===== src/rtl/fetch_pkg.sv =====
`default_nettype none
// ============================================================================
//  Module      : fetch_pkg
//  Description : Shared types and constants for the fetch stage: the fetch
//                FSM state encoding and the default bubble instruction.
//  Revision    : 1.0 - initial release
// ============================================================================
package fetch_pkg;

   // ISSUE : ready to issue a request at PCF
   // WAIT  : request outstanding, waiting for imem_rvalid
   // DROP  : request outstanding but redirected; its response is discarded
   // HOLD  : response captured while decode was stalled
   typedef enum logic [1:0] {
      ISSUE = 2'd0,
      WAIT  = 2'd1,
      DROP  = 2'd2,
      HOLD  = 2'd3
   } fetch_state_t;

   localparam logic [23:0] DEFAULT_NOP_INSTR = 24'h000000;

endpackage : fetch_pkg
`default_nettype wire


===== src/rtl/fetch_stage_register_FD.sv =====
`default_nettype none
// ============================================================================
//  Module      : register_FD
//  Description : Fetch/decode pipeline register. Clear beats enable; clear
//                loads the bubble instruction and a zero PC+8.
//  Revision    : 1.0 - initial release
//
//  Ports
//    clk        in   clock, rising edge
//    rst        in   asynchronous active-low reset
//    en         in   load enable (deasserted while decode is stalled)
//    clr        in   synchronous clear to bubble
//    instr_d    in   instruction to load
//    pcplus8_d  in   PC+8 to load
//    instr_q    out  registered instruction (InstrD)
//    pcplus8_q  out  registered PC+8 (PCPlus8D)
// ============================================================================
module register_FD
   import fetch_pkg::*;
#(
   parameter int           N         = 24,
   parameter logic [N-1:0] NOP_INSTR = N'(DEFAULT_NOP_INSTR)
) (
   input  logic         clk,
   input  logic         rst,
   input  logic         en,
   input  logic         clr,
   input  logic [N-1:0] instr_d,
   input  logic [N-1:0] pcplus8_d,
   output logic [N-1:0] instr_q,
   output logic [N-1:0] pcplus8_q
);

   logic [N-1:0] r_instr;
   logic [N-1:0] r_pcplus8;

   always_ff @(posedge clk or negedge rst) begin
      if (!rst) begin
         r_instr   <= NOP_INSTR;
         r_pcplus8 <= '0;
      end else if (clr) begin
         r_instr   <= NOP_INSTR;
         r_pcplus8 <= '0;
      end else if (en) begin
         r_instr   <= instr_d;
         r_pcplus8 <= pcplus8_d;
      end
   end

   assign instr_q   = r_instr;
   assign pcplus8_q = r_pcplus8;

endmodule : register_FD
`default_nettype wire


===== src/rtl/fetch_stage.sv =====
`default_nettype none
// ============================================================================
//  Module      : fetch_stage
//  Description : Pipeline fetch stage. Owns the PC and next-PC selection,
//                runs a single-outstanding-request instruction-memory
//                handshake and feeds the fetch/decode pipeline register.
//  Revision    : 1.0 - initial release
//
//  Ports
//    clk           in   clock, rising edge
//    rst           in   asynchronous active-low reset
//    StallF        in   freeze PC, no new request
//    StallD        in   hold fetch/decode register
//    FlushD        in   load bubble into fetch/decode register
//    BranchTakenE  in   early branch redirect from execute (higher priority)
//    ALUResultE    in   branch target from execute
//    PCSrcW        in   PC write from writeback
//    ResultW       in   PC target from writeback
//    imem_req      out  request strobe, one cycle per request
//    imem_addr     out  request address (= PCF)
//    imem_rvalid   in   response valid
//    imem_rdata    in   instruction word
//    InstrD        out  instruction to decode
//    PCPlus8D      out  fetched PC + 2*PC_STEP
//    PCF           out  current fetch PC
//    FetchBusy     out  request outstanding (WAIT or DROP)
// ============================================================================
module fetch_stage
   import fetch_pkg::*;
#(
   parameter int           N         = 24,
   parameter int           PC_STEP   = 4,
   parameter logic [N-1:0] RESET_PC  = '0,
   parameter logic [N-1:0] NOP_INSTR = N'(DEFAULT_NOP_INSTR)
) (
   input  logic         clk,
   input  logic         rst,
   input  logic         StallF,
   input  logic         StallD,
   input  logic         FlushD,
   input  logic         BranchTakenE,
   input  logic [N-1:0] ALUResultE,
   input  logic         PCSrcW,
   input  logic [N-1:0] ResultW,
   output logic         imem_req,
   output logic [N-1:0] imem_addr,
   input  logic         imem_rvalid,
   input  logic [N-1:0] imem_rdata,
   output logic [N-1:0] InstrD,
   output logic [N-1:0] PCPlus8D,
   output logic [N-1:0] PCF,
   output logic         FetchBusy
);

   localparam logic [N-1:0] C_STEP  = N'(PC_STEP);
   localparam logic [N-1:0] C_STEP2 = N'(2 * PC_STEP);

   fetch_state_t r_state;
   fetch_state_t w_state_next;

   logic [N-1:0] r_pcf;
   logic [N-1:0] r_buf_instr;
   logic [N-1:0] r_buf_pc8;

   logic         w_redir;
   logic [N-1:0] w_target;
   logic [N-1:0] w_pc_seq;
   logic [N-1:0] w_pc_plus8;

   logic         w_req;
   logic         w_pc_load;
   logic [N-1:0] w_pc_val;
   logic         w_buf_load;
   logic [N-1:0] w_fd_instr;
   logic [N-1:0] w_fd_pc8;

   // Execute-stage branch outranks the writeback PC write.
   assign w_redir    = BranchTakenE | PCSrcW;
   assign w_target   = BranchTakenE ? ALUResultE : ResultW;
   assign w_pc_seq   = r_pcf + C_STEP;
   assign w_pc_plus8 = r_pcf + C_STEP2;

   // ------------------------------------------------------------------
   // State register
   // ------------------------------------------------------------------
   always_ff @(posedge clk or negedge rst) begin
      if (!rst) begin
         r_state <= ISSUE;
      end else begin
         r_state <= w_state_next;
      end
   end

   // ------------------------------------------------------------------
   // Next-state logic
   // ------------------------------------------------------------------
   always_comb begin
      w_state_next = r_state;
      case (r_state)
         ISSUE: begin
            if (!w_redir && !StallF) begin
               w_state_next = WAIT;
            end
         end
         WAIT: begin
            if (w_redir) begin
               w_state_next = imem_rvalid ? ISSUE : DROP;
            end else if (imem_rvalid) begin
               w_state_next = StallD ? HOLD : ISSUE;
            end
         end
         DROP: begin
            // The stale response retires the outstanding request even if
            // another redirect lands in the same cycle.
            if (imem_rvalid) begin
               w_state_next = ISSUE;
            end
         end
         HOLD: begin
            if (w_redir || FlushD || !StallD) begin
               w_state_next = ISSUE;
            end
         end
         default: w_state_next = ISSUE;
      endcase
   end

   // ------------------------------------------------------------------
   // Output / datapath control logic
   // ------------------------------------------------------------------
   always_comb begin
      w_req      = 1'b0;
      w_pc_load  = 1'b0;
      w_pc_val   = r_pcf;
      w_buf_load = 1'b0;
      w_fd_instr = NOP_INSTR;
      w_fd_pc8   = '0;
      case (r_state)
         ISSUE: begin
            w_req = !StallF && !w_redir;
            if (w_redir) begin
               w_pc_load = 1'b1;
               w_pc_val  = w_target;
            end
         end
         WAIT: begin
            if (w_redir) begin
               w_pc_load = 1'b1;
               w_pc_val  = w_target;
            end else if (imem_rvalid) begin
               if (!StallD) begin
                  w_fd_instr = imem_rdata;
                  w_fd_pc8   = w_pc_plus8;
                  w_pc_load  = 1'b1;
                  w_pc_val   = w_pc_seq;
               end else begin
                  w_buf_load = 1'b1;
               end
            end
         end
         DROP: begin
            if (w_redir) begin
               w_pc_load = 1'b1;
               w_pc_val  = w_target;
            end
         end
         HOLD: begin
            if (w_redir) begin
               w_pc_load = 1'b1;
               w_pc_val  = w_target;
            end else if (!FlushD && !StallD) begin
               w_fd_instr = r_buf_instr;
               w_fd_pc8   = r_buf_pc8;
               w_pc_load  = 1'b1;
               w_pc_val   = w_pc_seq;
            end
         end
         default: ;
      endcase
   end

   // Request is gated by reset so nothing is issued while held in reset.
   assign imem_req  = rst & w_req;
   assign imem_addr = r_pcf;
   assign PCF       = r_pcf;
   assign FetchBusy = (r_state == WAIT) || (r_state == DROP);

   // ------------------------------------------------------------------
   // PC register and hold buffer
   // ------------------------------------------------------------------
   always_ff @(posedge clk or negedge rst) begin
      if (!rst) begin
         r_pcf <= RESET_PC;
      end else if (w_pc_load) begin
         r_pcf <= w_pc_val;
      end
   end

   always_ff @(posedge clk or negedge rst) begin
      if (!rst) begin
         r_buf_instr <= NOP_INSTR;
         r_buf_pc8   <= '0;
      end else if (w_buf_load) begin
         r_buf_instr <= imem_rdata;
         r_buf_pc8   <= w_pc_plus8;
      end
   end

   // ------------------------------------------------------------------
   // Fetch/decode pipeline register
   // ------------------------------------------------------------------
   register_FD #(
      .N         (N),
      .NOP_INSTR (NOP_INSTR)
   ) u_register_fd (
      .clk       (clk),
      .rst       (rst),
      .en        (!StallD),
      .clr       (FlushD),
      .instr_d   (w_fd_instr),
      .pcplus8_d (w_fd_pc8),
      .instr_q   (InstrD),
      .pcplus8_q (PCPlus8D)
   );

endmodule : fetch_stage
`default_nettype wire

===== config.mk =====
export PLATFORM = sky130hd
export DESIGN_NAME = fetch_stage
export DESIGN_NICKNAME = d
export VERILOG_FILES = /design/src/rtl/fetch_pkg.sv /design/src/rtl/fetch_stage_register_FD.sv /design/src/rtl/fetch_stage.sv
export SDC_FILE = /design/constraint.sdc
export NUM_CORES = 1
export LEC_CHECK = 0
export ABC_AREA = 1
export CORE_MARGIN = 2
export CORE_UTILIZATION = 40
export DETAILED_ROUTE_END_ITERATION = 10
export DONT_BUFFER_PORTS = 1
export GPL_ROUTABILITY_DRIVEN = 0
export PLACE_DENSITY_LB_ADDON = 0.25
export RECOVER_POWER = 50
export SYNTH_ARGS = -nofsm -noshare
export SYNTH_HDL_FRONTEND = slang
export SYNTH_SLANG_ARGS = --single-unit

===== constraint.sdc =====
create_clock -name clk -period 1.6 [get_ports clk]
set_input_delay 0.16 -clock clk [delete_from_list [all_inputs] [get_ports clk]]
set_output_delay 0.16 -clock clk [all_outputs]
set_load 0.02 [all_outputs]

# [Word-level counts from Yosys, hierarchy flattened]
# Cells that the tools add are included.
[classes] n_addsub=2 n_eq_ne=11 muxes=42 n_bitwise=2 n_reduce_logical=13
[op_table] op="2-to-1 mux 24 bit" count=19
[op_table] op="one-hot mux 24 bit (2 select lines)" count=2
[op_table] op="one-hot mux 24 bit (3 select lines)" count=1
[op_table] op="adder 24 x 3 -> 24 bit, second input constant" count=1
[op_table] op="adder 24 x 4 -> 24 bit, second input constant" count=1
[op_table] op="2-to-1 mux 2 bit" count=7
[op_table] op="2-to-1 mux 1 bit" count=11
[op_table] op="!= test 3 bit, second input constant" count=3
[op_table] op="one-hot mux 2 bit (4 select lines)" count=1
[op_table] op="!= test 2 bit, second input constant" count=3
[op_table] op="AND reduction 5 bit" count=1
[op_table] op="== test 2 bit, second input constant" count=2
[op_table] op="logical NOT 1 bit" count=4
[op_table] op="!= test 2 x 1 -> 1 bit, second input constant" count=2
[op_table] op="AND reduction 4 bit" count=1
[op_table] op="logical OR 1 bit" count=3
[op_table] op="one-hot mux 1 bit (3 select lines)" count=1
[op_table] op="== test 2 x 1 -> 1 bit, second input constant" count=1
[op_table] op="logical AND 1 bit" count=2
[op_table] op="logical NOT 2 bit" count=1
[op_table] op="OR reduction 2 bit" count=1
[op_table] op="bitwise AND 1 bit" count=1
[op_table] op="OR 1 bit" count=1
[totals] ff_bits=122 input_bits=80 out_inout_bits=98 elab_cells=76

# [Logic depth before layout (Yosys ltp)]
[depth] word_depth=7 depth_mapped=12

# [Modules after synthesis]
# A second synthesis with hierarchy kept.
[hier_totals] cells_unflattened=1015 hier_area_um2=7171.9
[by_module_without_submodules] mod="fetch_stage" instances=1 cells_per_inst=806 area_per_inst_um2=5267.6 seq_area_each_um2=1851.8
[by_module_without_submodules] mod="register_FD" instances=1 cells_per_inst=209 area_per_inst_um2=1904.3 seq_area_each_um2=1201.2

# [Least setup slack after synthesis]
# Ideal clock, no wire load.
[synth_path] path_kind="flip-flop to flip-flop" start="reg r_pcf[4] (netlist: PCF[4])" end="reg r_pcf[21] (netlist: PCF[21])" setup_time_ns=0.117 t_arrival_ns=1.720 path_slack_ns=-0.237 path_stages_with_launch=12 path_buffers=1 synth_period_minus_slack_ns=1.837 cell_sequence="dfrtp_1 > ha_1 > buf_2 > nand2_1 > nor2_1 > nand2_1 > nor2_4 > nand2_1 > nand2_1 > nand3_1 > nand3_1 > nand2_1"
[synth_between] elab_chain_len=5 elab_cells_between_ends=7 cone_classes="1 x add/sub; 6 x mux"
[synth_lines] item="start, declared" line_no="fetch_stage.sv:61" text="logic [N-1:0] r_pcf;"
[synth_lines] item="start signal, assigned" line_no="fetch_stage.sv:195" text="r_pcf <= w_pc_val;"
[synth_lines] item="adder 24 x 3 -> 24 bit *" line_no="fetch_stage.sv:80" text="assign w_pc_seq = r_pcf + C_STEP;"
[synth_lines] item="2-to-1 mux 24 bit" line_no="fetch_stage.sv:151" text="if (!StallD) begin"
[synth_lines] item="2-to-1 mux 24 bit" line_no="fetch_stage.sv:150" text="end else if (imem_rvalid) begin"
[synth_lines] item="2-to-1 mux 24 bit" line_no="fetch_stage.sv:147" text="if (w_redir) begin"
[synth_lines] item="one-hot mux 24 bit (3 select lines) *" line_no="fetch_stage.sv:138" text="case (r_state)"
# Every way passes the cells marked *; elsewhere a longest branch is shown, timed or not. The select of a mux whose other input is x is not followed.
# A chain may end at the register's enable or synchronous reset.

# [Final worst setup path]
[layout_path] start="reg r_state[1]" end="reg r_pcf[11] (netlist: PCF[11])"
[layout_between] elab_chain_len=4 elab_cells_between_ends=12 cone_classes="7 x eq/ne; 2 x mux; 3 x reduce/logical"
[layout_lines] item="start, declared" line_no="fetch_stage.sv:58" text="fetch_state_t r_state;"
[layout_lines] item="start signal, assigned" line_no="fetch_stage.sv:90" text="r_state <= w_state_next;"
[layout_lines] item="== test 2 bit / logical NOT 2 bit (equally long branches)" line_no="fetch_stage.sv:138"
[layout_lines] item="OR reduction 2 bit (no line)"
[layout_lines] item="one-hot mux 1 bit (3 select lines) / != test 2 x 1 -> 1 bit (equally long branches)"
[layout_lines] item="AND reduction 5 bit (no line)"
# Parallel ways exist; a longest one is shown, timed or not.

==> impl_metrics.py <==
metrics = {
    "sta": {
        "worstMarginPinSlew_ns": 0.479,
        "tns_ns": -2.99,
        "rsz0062_at_grt": "true",
        "hold_violations": 122,
        "period_needed_ns": 1.73,
        "fmax_mhz": 580,
        "post-route-period-util_pct": 108,
        "fin_skew_ns": 0.00807,
        "hold_slack_ns": -0.568,
        "setup_ws_ns": -0.126,
        "setup_violations": 52,
        "slew_headroom_pct": 68.0,
        "report.final.slew_viol_count": 0,
    },
    "final_layout": {
        "antenna_cells": 0,
        "nNetsFinal": 1070,
        "syn_to_final_growth_pct": 33.9,
        "stdcell_count": 1217,
        "area.sequential_um2": 3060,
        "multi_input_area_um2": 3310,
        "fillCellCount": 1553,
        "drive_gt1_share_pct": 23.4,
        "final_cell_mix": "286 x nand2_1, 117 x dfrtp_1, 76 x buf_4, 66 x inv_1",
        "mostFrequentLayoutCell": "nand2_1",
        "utilization_pct": 54.7,
    },
    "min_path": {
        "hp-class": "in2async",
    },
    "grt": {
        "grtUsageTotal_pct": 22.1,
        "grt_pass1_wl_um": 31100,
        "grt_overflow": 0,
        "antenna_found_initial": 0,
        "grt_pass1_vias": 5793,
        "grt_max_degree": 124,
    },
    "setup_path": {
        "start_kind": "flop",
        "cp-end-kind": "flop",
        "path_class": "reg2reg",
        "cp_max_fo": 5,
        "required_ns": 1.96,
        "cp.arrival_ns": 2.08,
    },
    "power_and_ir_drop": {
        "switchingPower_uw": 4950,
        "comb_power_share_pct": 37.4,
        "powerDensity_nw_per_um2": 1460,
        "swShare_pct": 37.4,
        "p_int_uw": 8270,
        "p_leak_uw": 0.00438,
        "worst_ir_drop_vdd_mv": 0.861,
        "pwr-share-clk_pct": 28.9,
        "p_seq_share_pct": 33.7,
    },
    "cts": {
        "clk-insertion-delay-late_ns": 0.42,
        "holdBufCountCts": 37,
        "cts_inserted_buffers": 17,
        "cts.path.max_buffers": 2,
        "cts_sinks": 122,
        "cts-root-buf": "clkbuf_16",
        "h-tree-depth": 4,
        "cts_tree": "yes",
        "clk_pin_slew_worst_paths_ns": 0.06,
    },
    "yosys": {
        "synth_area_um2": 6750,
        "yosys_warnings": 0,
        "synth_nets": 973,
        "avgSynthCellArea_um2": 7.61,
        "synth-seq-area-share_pct": 45.2,
        "ys_ff_latch": 122,
        "synthCells": 887,
        "synth_cell_types": 30,
    },
    "placement": {
        "pre_cts_slack_ns": -0.183,
        "hpwl_um": 13200,
        "port_buffers": 0,
        "dp_cells": 1127,
    },
    "die": {
        "start_util_pct": 40.9,
        "core_um2": 16500,
        "die_h_um": 134,
        "num_rows": 47,
        "die_area_um2": 17900,
        "die_width_um": 134,
        "io_pins": 178,
    },
    "run_status": {
        "violations": "hold timing, setup timing",
        "status": "complete, but fails checks",
    },
    "route": {
        "ant_nets": 0,
        "drt_iter0_drc": 467,
        "first_pass_iters": 5,
        "wl_per_cell_um": 16.4,
        "vias_per_cell": 5.08,
        "remaining_drc_errors": 0,
        "wl_um": 19900,
        "via_count": 6178,
    },
    "flow_run": {
        "cap_violations": 0,
    },
}
[through the flow]
stage	total power, uW	instance area [um2]
6_report	13200	9040
5_1_grt	14000	9040
4_1_cts	12900	8690
3_3_place_gp	8490	7430
3_5_place_dp	8540	7430
2_1_floorplan	7260	6790
[final cells by class]
cell class | instances | area share (%)
sequential | 122 | 33.8
tap | 220 | 3.05
clock buffer | 19 | 4.90
timing repair inverter | 3 | 0.346
inverter | 80 | 3.70
timing repair buffer | 144 | 16.0
multi-input combinational | 616 | 36.6
clock inverter | 13 | 1.58
[flip-flops by register name, summed over array words and instances, names as in the netlist]
| signal | cells |
|---|---|
| u_register_fd.instr_q | 24 |
| r_buf_instr | 24 |
| r_state | 2 |
| r_buf_pc8 | 24 |
| u_register_fd.pcplus8_q | 24 |
| PCF | 24 |
[Yosys cell counts]
cell type / number / area (um2)
nand3_2: 1 / 10.0
nand4_1: 5 / 31.3
inv_4: 1 / 6.26
nand2_1: 301 / 1130
nor2_8: 3 / 60.1
xnor2_1: 5 / 43.8
o22ai_1: 4 / 25.0
mux2i_1: 1 / 10.0
buf_4: 31 / 233
nor2_2: 6 / 37.5
o31ai_1: 1 / 7.51
nor2_1: 36 / 135
inv_2: 7 / 26.3
o21ai_0: 62 / 310
a22oi_1: 1 / 7.51
a22o_1: 33 / 289
nor3_1: 3 / 15.0
buf_1: 2 / 7.51
a21oi_1: 20 / 100
ha_1: 6 / 75.1
o211ai_1: 5 / 37.5
o21ai_1: 49 / 245
buf_2: 26 / 130
nand3_1: 59 / 295
inv_1: 72 / 270
xor2_1: 6 / 52.6
clkbuf_1: 10 / 37.5
nand2_2: 6 / 37.5
dfrtp_1: 122 / 3050
nor2_4: 3 / 33.8
[logic make-up (layout without fill, tap and decap cells)]
logic type      count (synthesis)  count (layout)  synth area share [%]
flops                         122             122                  45.2
compound gates                175             175                  15.1
simple gates                  423             423                  26.4
buf+inv                       149             259                  10.5
fa+ha+maj                       6               6                  1.11
mux                             1               1                 0.148
xor+xnor                       11              11                  1.43
[power by group through the flow]
stage | combinational, uW | clock (uW) | sequential [uW]
floorplan | 2640 | 0 | 4610
global placement | 4060 | 0 | 4440
detailed placement | 4080 | 0 | 4460
CTS | 4580 | 3900 | 4420
global route | 5440 | 4020 | 4550
finish | 4950 | 3820 | 4450
[layer usage]
layer	up-vias	routed length [um]	GRT usage, %
li1	3055	-	-
met1	2864	9140	30.6
met2	233	9190	34.4
met3	26	1250	4.84
met4	0	333	7.15
met5	-	0	0
[path summary, 6_finish.rpt]
check	startpoint	to	slack (ns)	cells after the start
max	r_state[1]	PCF[11]	-0.13	12
min	rst	u_register_fd.instr_q[11]	-0.57	0
max reg2reg	r_state[1]	PCF[11]	-0.13	12
min reg2reg	r_buf_pc8[17]	r_buf_pc8[17]	0.48	2
max in group asynchronous	rst	PCF[18]	1.98	0
min in group clk	ALUResultE[20]	PCF[20]	0.02	4
[worst max-delay path: stages, from the launching register on]
cell and delay, ns:
dfrtp_1 0.40, inv_2 0.08, buf_6 0.12, ha_4 0.15, buf_6 0.12, a21oi_2 0.16, nand2_2 0.08, nand2_4 0.12
buf_6 0.13, inv_8 0.05, a21oi_4 0.12, nand2_1 0.07, nand2_1 0.06
[what timing repair did]
action                     in CTS  in global routing
buffers inserted                8                  6
pin swaps                      10                 13
setup endpoints to repair      64                118
hold endpoints to repair      154                122
gates cloned                    3                  4
gates resized for setup        55                 72
Note: power is estimated with default switching activity, not from simulation.
